[config.mk]
export PLATFORM = sky130hd
export DESIGN_NAME = dev_bus_arbiter_flat
export DESIGN_NICKNAME = d
export VERILOG_FILES = /design/src/rtl/dev_bus_pkg.sv /design/src/rtl/dev_bus_arbiter_if.sv /design/src/rtl/dev_addr_check.sv /design/src/rtl/dev_bus_arbiter.sv /design/src/flat_wrapper.sv
export SDC_FILE = /design/constraint.sdc
export NUM_CORES = 1
export LEC_CHECK = 0
export CAP_MARGIN = 20
export CORE_MARGIN = 10
export CORE_UTILIZATION = 30
export CTS_CLUSTER_DIAMETER = 50
export CTS_CLUSTER_SIZE = 12
export DETAILED_ROUTE_END_ITERATION = 12
export PLACE_DENSITY = 0.77
export SYNTH_ARGS = -nofsm -noshare
export SYNTH_HDL_FRONTEND = slang
export SYNTH_HIERARCHICAL = 1
export SYNTH_SLANG_ARGS = --single-unit
export TNS_END_PERCENT = 1
[constraint.sdc]
create_clock -name clk -period 2.6 [get_ports clk]
set_clock_uncertainty 0.1 [all_clocks]
set_input_delay 0.26 -clock clk [delete_from_list [all_inputs] [get_ports clk]]
set_output_delay 0.26 -clock clk [all_outputs]
set_load 0.05 [all_outputs]
[src/rtl/dev_bus_pkg.sv]
// Shared types and device map for the processor-side device bus.
// Holds the arbiter state encoding and the legality rule reused by the bridge.
package dev_bus_pkg;

    localparam int BUS_ADDR_W = 32;
    localparam int BUS_DATA_W = 32;

    typedef enum logic [1:0] {
        IDLE  = 2'd0,
        ISSUE = 2'd1,
        DONE  = 2'd2
    } state_t;

    localparam logic [31:0] TC_BASE = 32'h0000_7F00;
    localparam logic [31:0] TC_LAST = 32'h0000_7F08;
    localparam logic [31:0] OD_A    = 32'h0000_7F14;
    localparam logic [31:0] OD_B    = 32'h0000_7F18;
    localparam logic [31:0] ID_A    = 32'h0000_7F20;

    // Address is widened to 64 bits so callers of any width up to that compare exactly.
    function automatic logic addr_legal(input logic [63:0] addr, input logic we);
        logic ok;
        ok = 1'b0;
        if (addr[1:0] == 2'b00) begin
            if (addr >= 64'(TC_BASE) && addr <= 64'(TC_LAST)) begin
                ok = 1'b1;
            end else if (addr == 64'(OD_A) || addr == 64'(OD_B)) begin
                ok = 1'b1;
            end else if (addr == 64'(ID_A)) begin
                ok = ~we;
            end
        end
        return ok;
    endfunction

endpackage

[src/rtl/dev_bus_arbiter_if.sv]
// Two-master request/ack bus plus the single bridge port behind the arbiter.
// The slave modport is the arbiter's view; master is the masters/bridge side.
interface dev_bus_arbiter_if
    import dev_bus_pkg::*;
#(
    parameter int ADDR_W = BUS_ADDR_W,
    parameter int DATA_W = BUS_DATA_W
);
    logic              m0_req;
    logic              m0_we;
    logic [ADDR_W-1:0] m0_addr;
    logic [DATA_W-1:0] m0_wd;
    logic              m0_ack;
    logic              m0_err;
    logic [DATA_W-1:0] m0_rd;

    logic              m1_req;
    logic              m1_we;
    logic [ADDR_W-1:0] m1_addr;
    logic [DATA_W-1:0] m1_wd;
    logic              m1_ack;
    logic              m1_err;
    logic [DATA_W-1:0] m1_rd;

    logic [ADDR_W-1:0] bus_addr;
    logic [DATA_W-1:0] bus_wd;
    logic              bus_we;
    logic [DATA_W-1:0] bus_rd;
    logic              busy;
    logic              gnt_id;

    modport slave (
        input  m0_req, m0_we, m0_addr, m0_wd,
        input  m1_req, m1_we, m1_addr, m1_wd,
        input  bus_rd,
        output m0_ack, m0_err, m0_rd,
        output m1_ack, m1_err, m1_rd,
        output bus_addr, bus_wd, bus_we, busy, gnt_id
    );

    modport master (
        output m0_req, m0_we, m0_addr, m0_wd,
        output m1_req, m1_we, m1_addr, m1_wd,
        output bus_rd,
        input  m0_ack, m0_err, m0_rd,
        input  m1_ack, m1_err, m1_rd,
        input  bus_addr, bus_wd, bus_we, busy, gnt_id
    );

endinterface

[src/rtl/dev_addr_check.sv]
// Combinational legality decode of a word access against the device map.
// Zero latency, no state; shared between the arbiter and the bridge.
module dev_addr_check
    import dev_bus_pkg::*;
#(
    parameter int ADDR_W = BUS_ADDR_W
) (
    input  logic [ADDR_W-1:0] addr,
    input  logic              we,
    output logic              legal
);

    assign legal = addr_legal(64'(addr), we);

endmodule

[src/rtl/dev_bus_arbiter.sv]
// Round-robin two-master arbiter onto the device bridge; ack/err two cycles after req.
// One access per three cycles; the losing master simply holds req until granted.
module dev_bus_arbiter
    import dev_bus_pkg::*;
#(
    parameter int ADDR_W = BUS_ADDR_W,
    parameter int DATA_W = BUS_DATA_W
) (
    input  logic             clk,
    input  logic             reset,
    dev_bus_arbiter_if.slave bus
);

    state_t                 state_q, state_d;
    logic                   last_id_q, last_id_d;
    logic                   gnt_id_q, gnt_id_d;
    logic                   busy_q, busy_d;
    logic [ADDR_W-1:0]      bus_addr_q, bus_addr_d;
    logic [DATA_W-1:0]      bus_wd_q, bus_wd_d;
    logic                   bus_we_q, bus_we_d;
    logic                   we_q, we_d;
    logic                   ok_q, ok_d;
    logic [1:0]             ack_q, ack_d;
    logic [1:0]             err_q, err_d;
    logic [1:0][DATA_W-1:0] rd_q, rd_d;

    logic              win;
    logic              sel_we;
    logic [ADDR_W-1:0] sel_addr;
    logic [DATA_W-1:0] sel_wd;
    logic              sel_legal;

    // On a tie the master that did not win last time goes next.
    always_comb begin
        win = 1'b0;
        if (bus.m0_req && bus.m1_req) begin
            win = ~last_id_q;
        end else if (bus.m1_req) begin
            win = 1'b1;
        end
        sel_we   = win ? bus.m1_we   : bus.m0_we;
        sel_addr = win ? bus.m1_addr : bus.m0_addr;
        sel_wd   = win ? bus.m1_wd   : bus.m0_wd;
    end

    dev_addr_check #(
        .ADDR_W (ADDR_W)
    ) u_addr_check (
        .addr  (sel_addr),
        .we    (sel_we),
        .legal (sel_legal)
    );

    always_comb begin
        state_d    = state_q;
        last_id_d  = last_id_q;
        gnt_id_d   = gnt_id_q;
        busy_d     = busy_q;
        bus_addr_d = bus_addr_q;
        bus_wd_d   = bus_wd_q;
        we_d       = we_q;
        ok_d       = ok_q;
        rd_d       = rd_q;
        bus_we_d   = 1'b0;
        ack_d      = 2'b00;
        err_d      = 2'b00;
        case (state_q)
            IDLE: begin
                if (bus.m0_req || bus.m1_req) begin
                    state_d    = ISSUE;
                    busy_d     = 1'b1;
                    gnt_id_d   = win;
                    bus_addr_d = sel_addr;
                    bus_wd_d   = sel_wd;
                    we_d       = sel_we;
                    ok_d       = sel_legal;
                    // Illegal writes still present the address but never strobe the bridge.
                    bus_we_d   = sel_we & sel_legal;
                end
            end
            ISSUE: begin
                state_d   = DONE;
                busy_d    = 1'b1;
                last_id_d = gnt_id_q;
                if (!we_q && ok_q) begin
                    rd_d[gnt_id_q] = bus.bus_rd;
                end
                ack_d[gnt_id_q] = ok_q;
                err_d[gnt_id_q] = ~ok_q;
            end
            DONE: begin
                state_d = IDLE;
                busy_d  = 1'b0;
            end
            default: begin
                state_d = IDLE;
                busy_d  = 1'b0;
            end
        endcase
    end

    always_ff @(posedge clk) begin
        if (reset) begin
            state_q    <= IDLE;
            last_id_q  <= 1'b1;
            gnt_id_q   <= 1'b0;
            busy_q     <= 1'b0;
            bus_addr_q <= '0;
            bus_wd_q   <= '0;
            bus_we_q   <= 1'b0;
            we_q       <= 1'b0;
            ok_q       <= 1'b0;
            ack_q      <= 2'b00;
            err_q      <= 2'b00;
            rd_q       <= '0;
        end else begin
            state_q    <= state_d;
            last_id_q  <= last_id_d;
            gnt_id_q   <= gnt_id_d;
            busy_q     <= busy_d;
            bus_addr_q <= bus_addr_d;
            bus_wd_q   <= bus_wd_d;
            bus_we_q   <= bus_we_d;
            we_q       <= we_d;
            ok_q       <= ok_d;
            ack_q      <= ack_d;
            err_q      <= err_d;
            rd_q       <= rd_d;
        end
    end

    assign bus.bus_addr = bus_addr_q;
    assign bus.bus_wd   = bus_wd_q;
    assign bus.bus_we   = bus_we_q;
    assign bus.busy     = busy_q;
    assign bus.gnt_id   = gnt_id_q;
    assign bus.m0_ack   = ack_q[0];
    assign bus.m1_ack   = ack_q[1];
    assign bus.m0_err   = err_q[0];
    assign bus.m1_err   = err_q[1];
    assign bus.m0_rd    = rd_q[0];
    assign bus.m1_rd    = rd_q[1];

endmodule

[src/flat_wrapper.sv]
// flat-port wrapper written by rule: the top's interface ports become plain ports
module dev_bus_arbiter_flat import dev_bus_pkg::*;
#(
    parameter int ADDR_W = BUS_ADDR_W,
    parameter int DATA_W = BUS_DATA_W
)
  (clk, reset, bus_m0_req, bus_m0_we, bus_m0_addr, bus_m0_wd, bus_m1_req, bus_m1_we, bus_m1_addr, bus_m1_wd, bus_bus_rd, bus_m0_ack, bus_m0_err, bus_m0_rd, bus_m1_ack, bus_m1_err, bus_m1_rd, bus_bus_addr, bus_bus_wd, bus_bus_we, bus_busy, bus_gnt_id);
  dev_bus_arbiter_if #(.ADDR_W(ADDR_W), .DATA_W(DATA_W)) bus_i ();
  input  logic clk;
  input  logic reset;
  input wire logic [$bits(bus_i.m0_req)-1:0] bus_m0_req;
  input wire logic [$bits(bus_i.m0_we)-1:0] bus_m0_we;
  input wire logic [$bits(bus_i.m0_addr)-1:0] bus_m0_addr;
  input wire logic [$bits(bus_i.m0_wd)-1:0] bus_m0_wd;
  input wire logic [$bits(bus_i.m1_req)-1:0] bus_m1_req;
  input wire logic [$bits(bus_i.m1_we)-1:0] bus_m1_we;
  input wire logic [$bits(bus_i.m1_addr)-1:0] bus_m1_addr;
  input wire logic [$bits(bus_i.m1_wd)-1:0] bus_m1_wd;
  input wire logic [$bits(bus_i.bus_rd)-1:0] bus_bus_rd;
  output wire logic [$bits(bus_i.m0_ack)-1:0] bus_m0_ack;
  output wire logic [$bits(bus_i.m0_err)-1:0] bus_m0_err;
  output wire logic [$bits(bus_i.m0_rd)-1:0] bus_m0_rd;
  output wire logic [$bits(bus_i.m1_ack)-1:0] bus_m1_ack;
  output wire logic [$bits(bus_i.m1_err)-1:0] bus_m1_err;
  output wire logic [$bits(bus_i.m1_rd)-1:0] bus_m1_rd;
  output wire logic [$bits(bus_i.bus_addr)-1:0] bus_bus_addr;
  output wire logic [$bits(bus_i.bus_wd)-1:0] bus_bus_wd;
  output wire logic [$bits(bus_i.bus_we)-1:0] bus_bus_we;
  output wire logic [$bits(bus_i.busy)-1:0] bus_busy;
  output wire logic [$bits(bus_i.gnt_id)-1:0] bus_gnt_id;
  assign bus_i.m0_req = bus_m0_req;
  assign bus_i.m0_we = bus_m0_we;
  assign bus_i.m0_addr = bus_m0_addr;
  assign bus_i.m0_wd = bus_m0_wd;
  assign bus_i.m1_req = bus_m1_req;
  assign bus_i.m1_we = bus_m1_we;
  assign bus_i.m1_addr = bus_m1_addr;
  assign bus_i.m1_wd = bus_m1_wd;
  assign bus_i.bus_rd = bus_bus_rd;
  assign bus_m0_ack = bus_i.m0_ack;
  assign bus_m0_err = bus_i.m0_err;
  assign bus_m0_rd = bus_i.m0_rd;
  assign bus_m1_ack = bus_i.m1_ack;
  assign bus_m1_err = bus_i.m1_err;
  assign bus_m1_rd = bus_i.m1_rd;
  assign bus_bus_addr = bus_i.bus_addr;
  assign bus_bus_wd = bus_i.bus_wd;
  assign bus_bus_we = bus_i.bus_we;
  assign bus_busy = bus_i.busy;
  assign bus_gnt_id = bus_i.gnt_id;
  dev_bus_arbiter #(.ADDR_W(ADDR_W), .DATA_W(DATA_W)) u_core (.clk(clk), .reset(reset), .bus(bus_i));
endmodule
# Word-level counts from Yosys, hierarchy flattened
# Index checks and enable logic that the tools add are counted.
[word_totals]
ff_bits = 140
in_bits = 166
out_inout_bits = 135
word_cells = 62
[op_classes]
n_lt_le_gt_ge = 4
eq_ne = 5
mux = 18
bitwise = 9
reduce_logical = 13
[ops]
columns = ["op", "n"]
rows = [
  ["equality test 32 x 15 -> 1 bit (second input constant)", 3],
  ["two-way mux 32 bit", 3],
  ["bitwise mux 64 bit", 1],
  ["demux 32 bit (select 1 bit)", 1],
  [">= comparator 32 x 15 -> 1 bit (second input constant)", 1],
  ["less-or-equal comparator 32 x 15 -> 1 bit (second input constant)", 1],
  ["two-way mux 1 bit", 9],
  ["NOT 1 bit", 6],
  ["AND 2 bit", 2],
  ["logical AND 1 bit", 4],
  ["logical NOT 2 bit", 2],
  ["one-hot mux 2 bit (2 select lines)", 1],
  ["AND reduction 2 bit", 2],
  ["OR reduction 3 bit", 1],
  ["equality test 2 x 1 -> 1 bit (second input constant)", 1],
  ["logical OR 1 bit", 2],
  ["less-than comparator 1 x 2 -> 1 bit (second input constant)", 1],
  ["two-way mux 2 bit", 1],
  ["inequality test 2 x 1 -> 1 bit (second input constant)", 1],
  ["one-hot mux 1 bit (2 select lines)", 1],
  ["OR reduction 2 bit", 1],
  ["AND 1 bit", 1],
  ["demux 1 bit (select 1 bit)", 1],
  [">= comparator 1 bit (second input constant)", 1],
  ["logical NOT 1 bit", 1],
]

# Logic depth before layout (Yosys ltp)
[logic_depth]
ltp_word = 9
depth_mapped = 9
ltp_nobuf = 7

# By module
# The synthesis kept the hierarchy.
[by_module_without_submodules]
columns = ["module", "instances", "cells_per_inst", "area_per_inst_um2", "seq_area_each_um2"]
rows = [
  ["dev_bus_arbiter", 1, 543, 5509.0, 2802.7],
  ["dev_addr_check", 1, 20, 131.4, 0.0],
]

# Worst setup path after synthesis
# No wires, ideal clock.
[synth_timing]
path_type = "register to register"
startpoint = "register u_core.last_id_q"
endpoint = "register u_core.bus_we_q (netlist: u_core/bus.bus_we)"
setup_time_ps = 80
t_arrival_ps = 2261
t_required_ps = 2420
setup_slack_ps = 159
stages_incl_launch_ff = 10
n_path_buf = 2
period_less_slack_ps = 2441
path_cell_list = "dfxtp_1 > a21boi_2 > buf_6 > buf_6 > mux2_1 > or4_1 > a21oi_1 > o311ai_1 > nor4_2 > nor3b_1"
[synth_via]
elab_chain_cells = 9
elab_cells_between_ends = 18
classes_between = "order compare (2); eq/ne (3); mux (7); bitwise (3); reduce/logical (3)"
[synth_lines]
columns = ["element", "line_no", "source"]
rows = [
  ["start, declared", "dev_bus_arbiter.sv:15", "logic last_id_q, last_id_d;"],
  ["start signal, assigned", "dev_bus_arbiter.sv:118", "last_id_q <= last_id_d;"],
  ["NOT 1 bit (*)", "dev_bus_arbiter.sv:37", "win = ~last_id_q;"],
  ["two-way mux 1 bit (*)", "dev_bus_arbiter.sv:36", "if (bus.m0_req && bus.m1_req) begin"],
  ["two-way mux 32 bit (*)", "dev_bus_arbiter.sv:42", "sel_addr = win ? bus.m1_addr : bus.m0_addr;"],
  ["via u_core.sel_addr[1]", "dev_bus_arbiter.sv:29", "logic [ADDR_W-1:0] sel_addr;"],
  ["branches (longest 4 deep; another with >= comparator 32 x 15 -> 1 bit)", "n/a", ""],
  ["two-way mux 1 bit (*)", "dev_bus_pkg.sv:24", "if (addr[1:0] == 2'b00) begin"],
  ["via u_core.sel_legal", "dev_bus_arbiter.sv:31", "logic sel_legal;"],
  ["AND 1 bit (*)", "dev_bus_arbiter.sv:78", "bus_we_d = sel_we & sel_legal;"],
  ["end signal, assigned", "dev_bus_arbiter.sv:123", "bus_we_q <= bus_we_d;"],
  ["end, declared", "dev_bus_arbiter.sv:20", "logic bus_we_q, bus_we_d;"],
]
# Mark *: on every way through the listed nets, which the timed path passes.
# A chain may end at the register's enable or synchronous reset.

# Final worst setup path
[layout_timing]
startpoint = "input bus_m0_req"
endpoint = "register u_core.ok_q"
[layout_via]
elab_chain_cells = 8
elab_cells_between_ends = 19
classes_between = "order compare (2); eq/ne (3); mux (7); bitwise (1); reduce/logical (6)"
[layout_lines]
columns = ["element", "line_no", "source"]
rows = [
  ["start, declared", "flat_wrapper.sv:11", "input wire logic [$bits(bus_i.m0_req)-1:0] bus_m0_req;"],
  ["logical AND 1 bit (*)", "dev_bus_arbiter.sv:36", ""],
  ["two-way mux 1 bit (*)", "dev_bus_arbiter.sv:36", ""],
  ["two-way mux 32 bit (*)", "dev_bus_arbiter.sv:42", ""],
  ["via u_core.sel_addr[23]", "dev_bus_arbiter.sv:29", ""],
  ["branches (longest 3 deep; another with >= comparator 32 x 15 -> 1 bit)", "n/a", ""],
  ["two-way mux 1 bit (*)", "dev_bus_pkg.sv:25", "if (addr >= 64'(TC_BASE) && addr <= 64'(TC_LAST)) begin"],
  ["two-way mux 1 bit (*)", "dev_bus_pkg.sv:24", ""],
  ["via u_core.sel_legal", "dev_bus_arbiter.sv:31", ""],
  ["end signal, assigned", "dev_bus_arbiter.sv:125", "ok_q <= ok_d;"],
  ["end, declared", "dev_bus_arbiter.sv:22", "logic ok_q, ok_d;"],
]
# Marks and branches as above.

==> summary.txt <==
Global route
  – Vias in the first global route: between 5000 and 6000
  – Largest net degree at the start of global routing: a little under 70
  – Total track usage: ~17%
  – Total global routing overflow: 0
  – Met2 usage in global routing: approximately a quarter
  – Initial antenna violation count: 0
  – M3 GR Usage: 8.43%
  – First-pass GRT wire length: ~33 mm
  – Gr busiest metal: met2
  – Met1 Use GR: between 10% and 20%

Drt
  – Vias/cell: between 5 and 6
  – WL final: roughly 21 mm
  – Wire per inst: approximately 19 µm
  – Via count: approximately 5500
  – DRT iter0 DRCs: between 200 and 250
  – Pre-antenna DRT Iters: 5
  – Detail Route Antenna Nets: 0
  – DRC: 0

Timing
  – Final Max Slew Viols: 0
  – Hold Vio Cnt, Final: 0
  – Worst slew pin tran: roughly 0.73 ns
  – Fin crit period: ~2.5 ns
  – RSZ-0062 raised after global routing: false
  – Tcrit/Tclk final: between 90% and 100%
  – Max_slew headroom: between 50% and 60%
  – Fmax: roughly 0.40 GHz
  – Final setup viols: 0

Cells and area
  – Fillers: between 1500 and 2000
  – Synth-to-Final Area Change: 68.3%
  – Post-Layout Cell Count: roughly 1100
  – Number of nets in the layout: ~1000
  – Layout cell share with drive strength beyond 1: between 10% and 20%
  – Multi-input logic area: 2510 µm²
  – FF/Latch Area: approximately 2800 µm²
  – Antenna diode count: 0
  – Post-layout util: 51.1%

Outcome
  – Status: finished clean

Pwr
  – PwrDens: 654 nW/µm²
  – Leak pwr: around 3.3 nW
  – Clk pwr share: between 40 and 50%
  – P_int: between 4 and 5 mW
  – Comb pwr share: ~20%
  – Worst vdd ir: 0.406 mV
  – Sequential share of power: 37.4%
  – Net switching power: around 1.7 mW
  – Design Power: 6.21 mW
  – Switching part of the total: 27.8%

Placed design
  – DP HPWL: between 15 and 20 mm
  – GPL Wtd Cong: just over 0.8
  – IO Port Bufs: 300
  – Placed Cells incl. Taps: 1062

Clock tree
  – Post-CTS setup buffer count: 0
  – CTS Buf Count: 17
  – CTS tree: yes
  – Total clock sinks: 140
  – Clk_lat worst skew: 0.41 ns
  – Worst-path clk slew: about 0.060 ns
  – H-tree depth: 4
  – CTS root buf: clkbuf_16
  – Max Buffers Root-to-Sink: 2

Hold path
  – Worst hold path cell count: 3
  – Worst Hold End: u_core/last_id_q
  – Hold Path Class: input pin to flip-flop
  – Hold path start: reset

Yosys
  – Largest cells by area after synthesis: dfxtp_1, mux2_2, a21oi_1
  – Synth unique cells: 37
  – Avg Cell Area, Syn: between 10 and 15 µm²
  – Dominant synthesized flop cell: dfxtp_1
  – Synth top area share: between 40% and 50%
  – Cell count after synthesis: about 560
  – Ys async rst share: 0%
  – Synthesis-stage register bit count: 140
  – Warnings from Yosys: 6
  – Syn Nets: around 730
  – Register area share after synthesis: 49.7%
  – EDFF count, synth: 0
  – Cell Area, Synth: 5640 µm²
  – Area leader, netlist: dfxtp_1

Critical path
  – CP startpoint: bus_m0_req
  – R2R depth: 9
  – Startpoint Class: input pin
  – Critical path peak fanout: 12
  – Crit path DAT: ~2.8 ns
  – Slowest CP cell: or4_1
  – Reg-to-reg startpoint: u_core/last_id_q
  – Setup CP Type: input pin to flip-flop
  – Worst R2R Setup Slack: 0.12 ns
  – Required time of the critical path: 2.86 ns
  – Largest stage delay, worst path: 0.54 ns
  – CP cell instances: clkdlybuf4s50_1 > a21boi_4 > buf_12 > mux2_2 > or4_1 > a21oi_1 > o311ai_1 > nor4_2 > buf_4 > a22o_1
  – R2r endpoint: u_core/ok_q
  – Setup crit end kind: flip-flop

Floorplanning
  – Starting Density: 30.4%
  – # rows: 50
  – Die Area: around 25000 µm²
  – # IOs: ~300
  – Core Area: between 15000 and 20000 µm²
  – Die width: 157 µm
  – Die Y: between 150 and 200 µm

Flow run
  – Max-cap violations: 0
-- power groups by stage --
stage / clock (mW) / sequential, mW / combinational [mW]
2_1_floorplan: 0 / 2.71 / 0.345
6_report: 2.62 / 2.32 / 1.26
3_5_place_dp: 0 / 2.36 / 1.27
4_1_cts: 2.69 / 2.32 / 1.27
5_1_grt: 2.79 / 2.33 / 1.34
3_3_place_gp: 0 / 2.36 / 1.26
-- cells in the mapped netlist (2+ instances only) --
master / count
inv_1: 5
o2bb2ai_1: 33
nor4_1: 7
clkbuf_1: 26
buf_2: 11
buf_4: 3
nand3_1: 64
nor3b_1: 2
nand2_1: 2
buf_6: 10
o21ai_0: 65
mux2_2: 31
dfxtp_1: 140
nor2_1: 4
a22o_1: 34
buf_1: 7
a21oi_1: 67
mux2i_1: 33
-- critical path, delay by kind of cell --
kind / cells / cell delay [ns]
AO/OA/AOI/OAI: 4 / 0.65
AND/OR/NAND/NOR: 2 / 0.73
multiplexers: 1 / 0.35
buffers and inverters: 3 / 0.79
-- logic make-up after synthesis --
family | share of synthesized area [%]
AND/OR/NAND/NOR | 9.01
multiplexers | 12.2
AO/OA/AOI/OAI | 22.9
flip-flops | 49.7
buffers and inverters | 6.19
-- cells in the final DEF (no fill, tap or decap), drive strengths merged, types with 2 or more instances in the layout --
master	n
buf	23
clkdlybuf4s50	299
nor3b	2
nor2	4
mux2	32
inv	6
nand3	64
mux2i	33
clkinvlp	2
clkbuf	19
a22o	34
nor4	8
o2bb2ai	33
dfxtp	140
a21oi	67
bufinv	4
or4	2
clkinv	7
o21ai	65
nand2	2
-- metrics by stage --
stage	TNS, ns	hold WS, ns	cell area [µm²]	worst slack [ns]
global placement	-0.719	0.344	8850	-0.377
floorplan	0	0.308	5640	0.159
CTS	0	0.000677	9500	0.00304
detailed placement	-0.931	0.347	8850	-0.477
finish	0	0.0197	9500	0.0891
global route	0	0.0228	9500	0.00159
-- layout make-up --
| cell class | count | share of cell area (%) |
|---|---|---|
| repair buffers | 322 | 33.8 |
| flip-flops and latches | 140 | 29.5 |
| multi-input cells | 360 | 26.4 |
| clock buffers | 19 | 4.77 |
| well taps | 234 | 3.08 |
| clock inverters | 13 | 1.99 |
| inverters | 6 | 0.369 |
-- registers in the layout (all words and copies together) (netlist names) --
name,count
u_core/bus.bus_addr,32
u_core/bus.bus_wd,32
u_core/bus.m0_rd,32
u_core/bus.m1_rd,32
u_core/ack_q,2
u_core/err_q,2
u_core/state_q,2
u_core/bus.bus_we,1
u_core/bus.busy,1
u_core/bus.gnt_id,1
u_core/last_id_q,1
u_core/ok_q,1
u_core/we_q,1
-- what timing repair did --
| item | CTS | global route |
|---|---|---|
| endpoints found under the hold margin | 0 | 0 |
| setup endpoints to repair | 1 | 2 |
| resized for setup | 1 | 0 |
| pin swaps | 0 | 2 |
| hold buffers | 0 | 0 |
-- layer usage --
| metal | share of wire [%] | routed length, µm |
|---|---|---|
| met4 | 1.6 | 339 |
| met3 | 12 | 2480 |
| met2 | 46 | 9840 |
| met5 | 0 | 0 |
| met1 | 40 | 8540 |
-- how the worst max path moves through the flow --
| stage | end | depth (start not counted) |
|---|---|---|
| floorplan | u_core/bus.bus_we | 9 |
| global placement | u_core/ok_q | 11 |
| detailed placement | u_core/ok_q | 11 |
| CTS | u_core/ok_q | 10 |
| global route | u_core/ok_q | 11 |
| finish | u_core/ok_q | 10 |
Note: power is estimated with default switching activity, not from simulation.
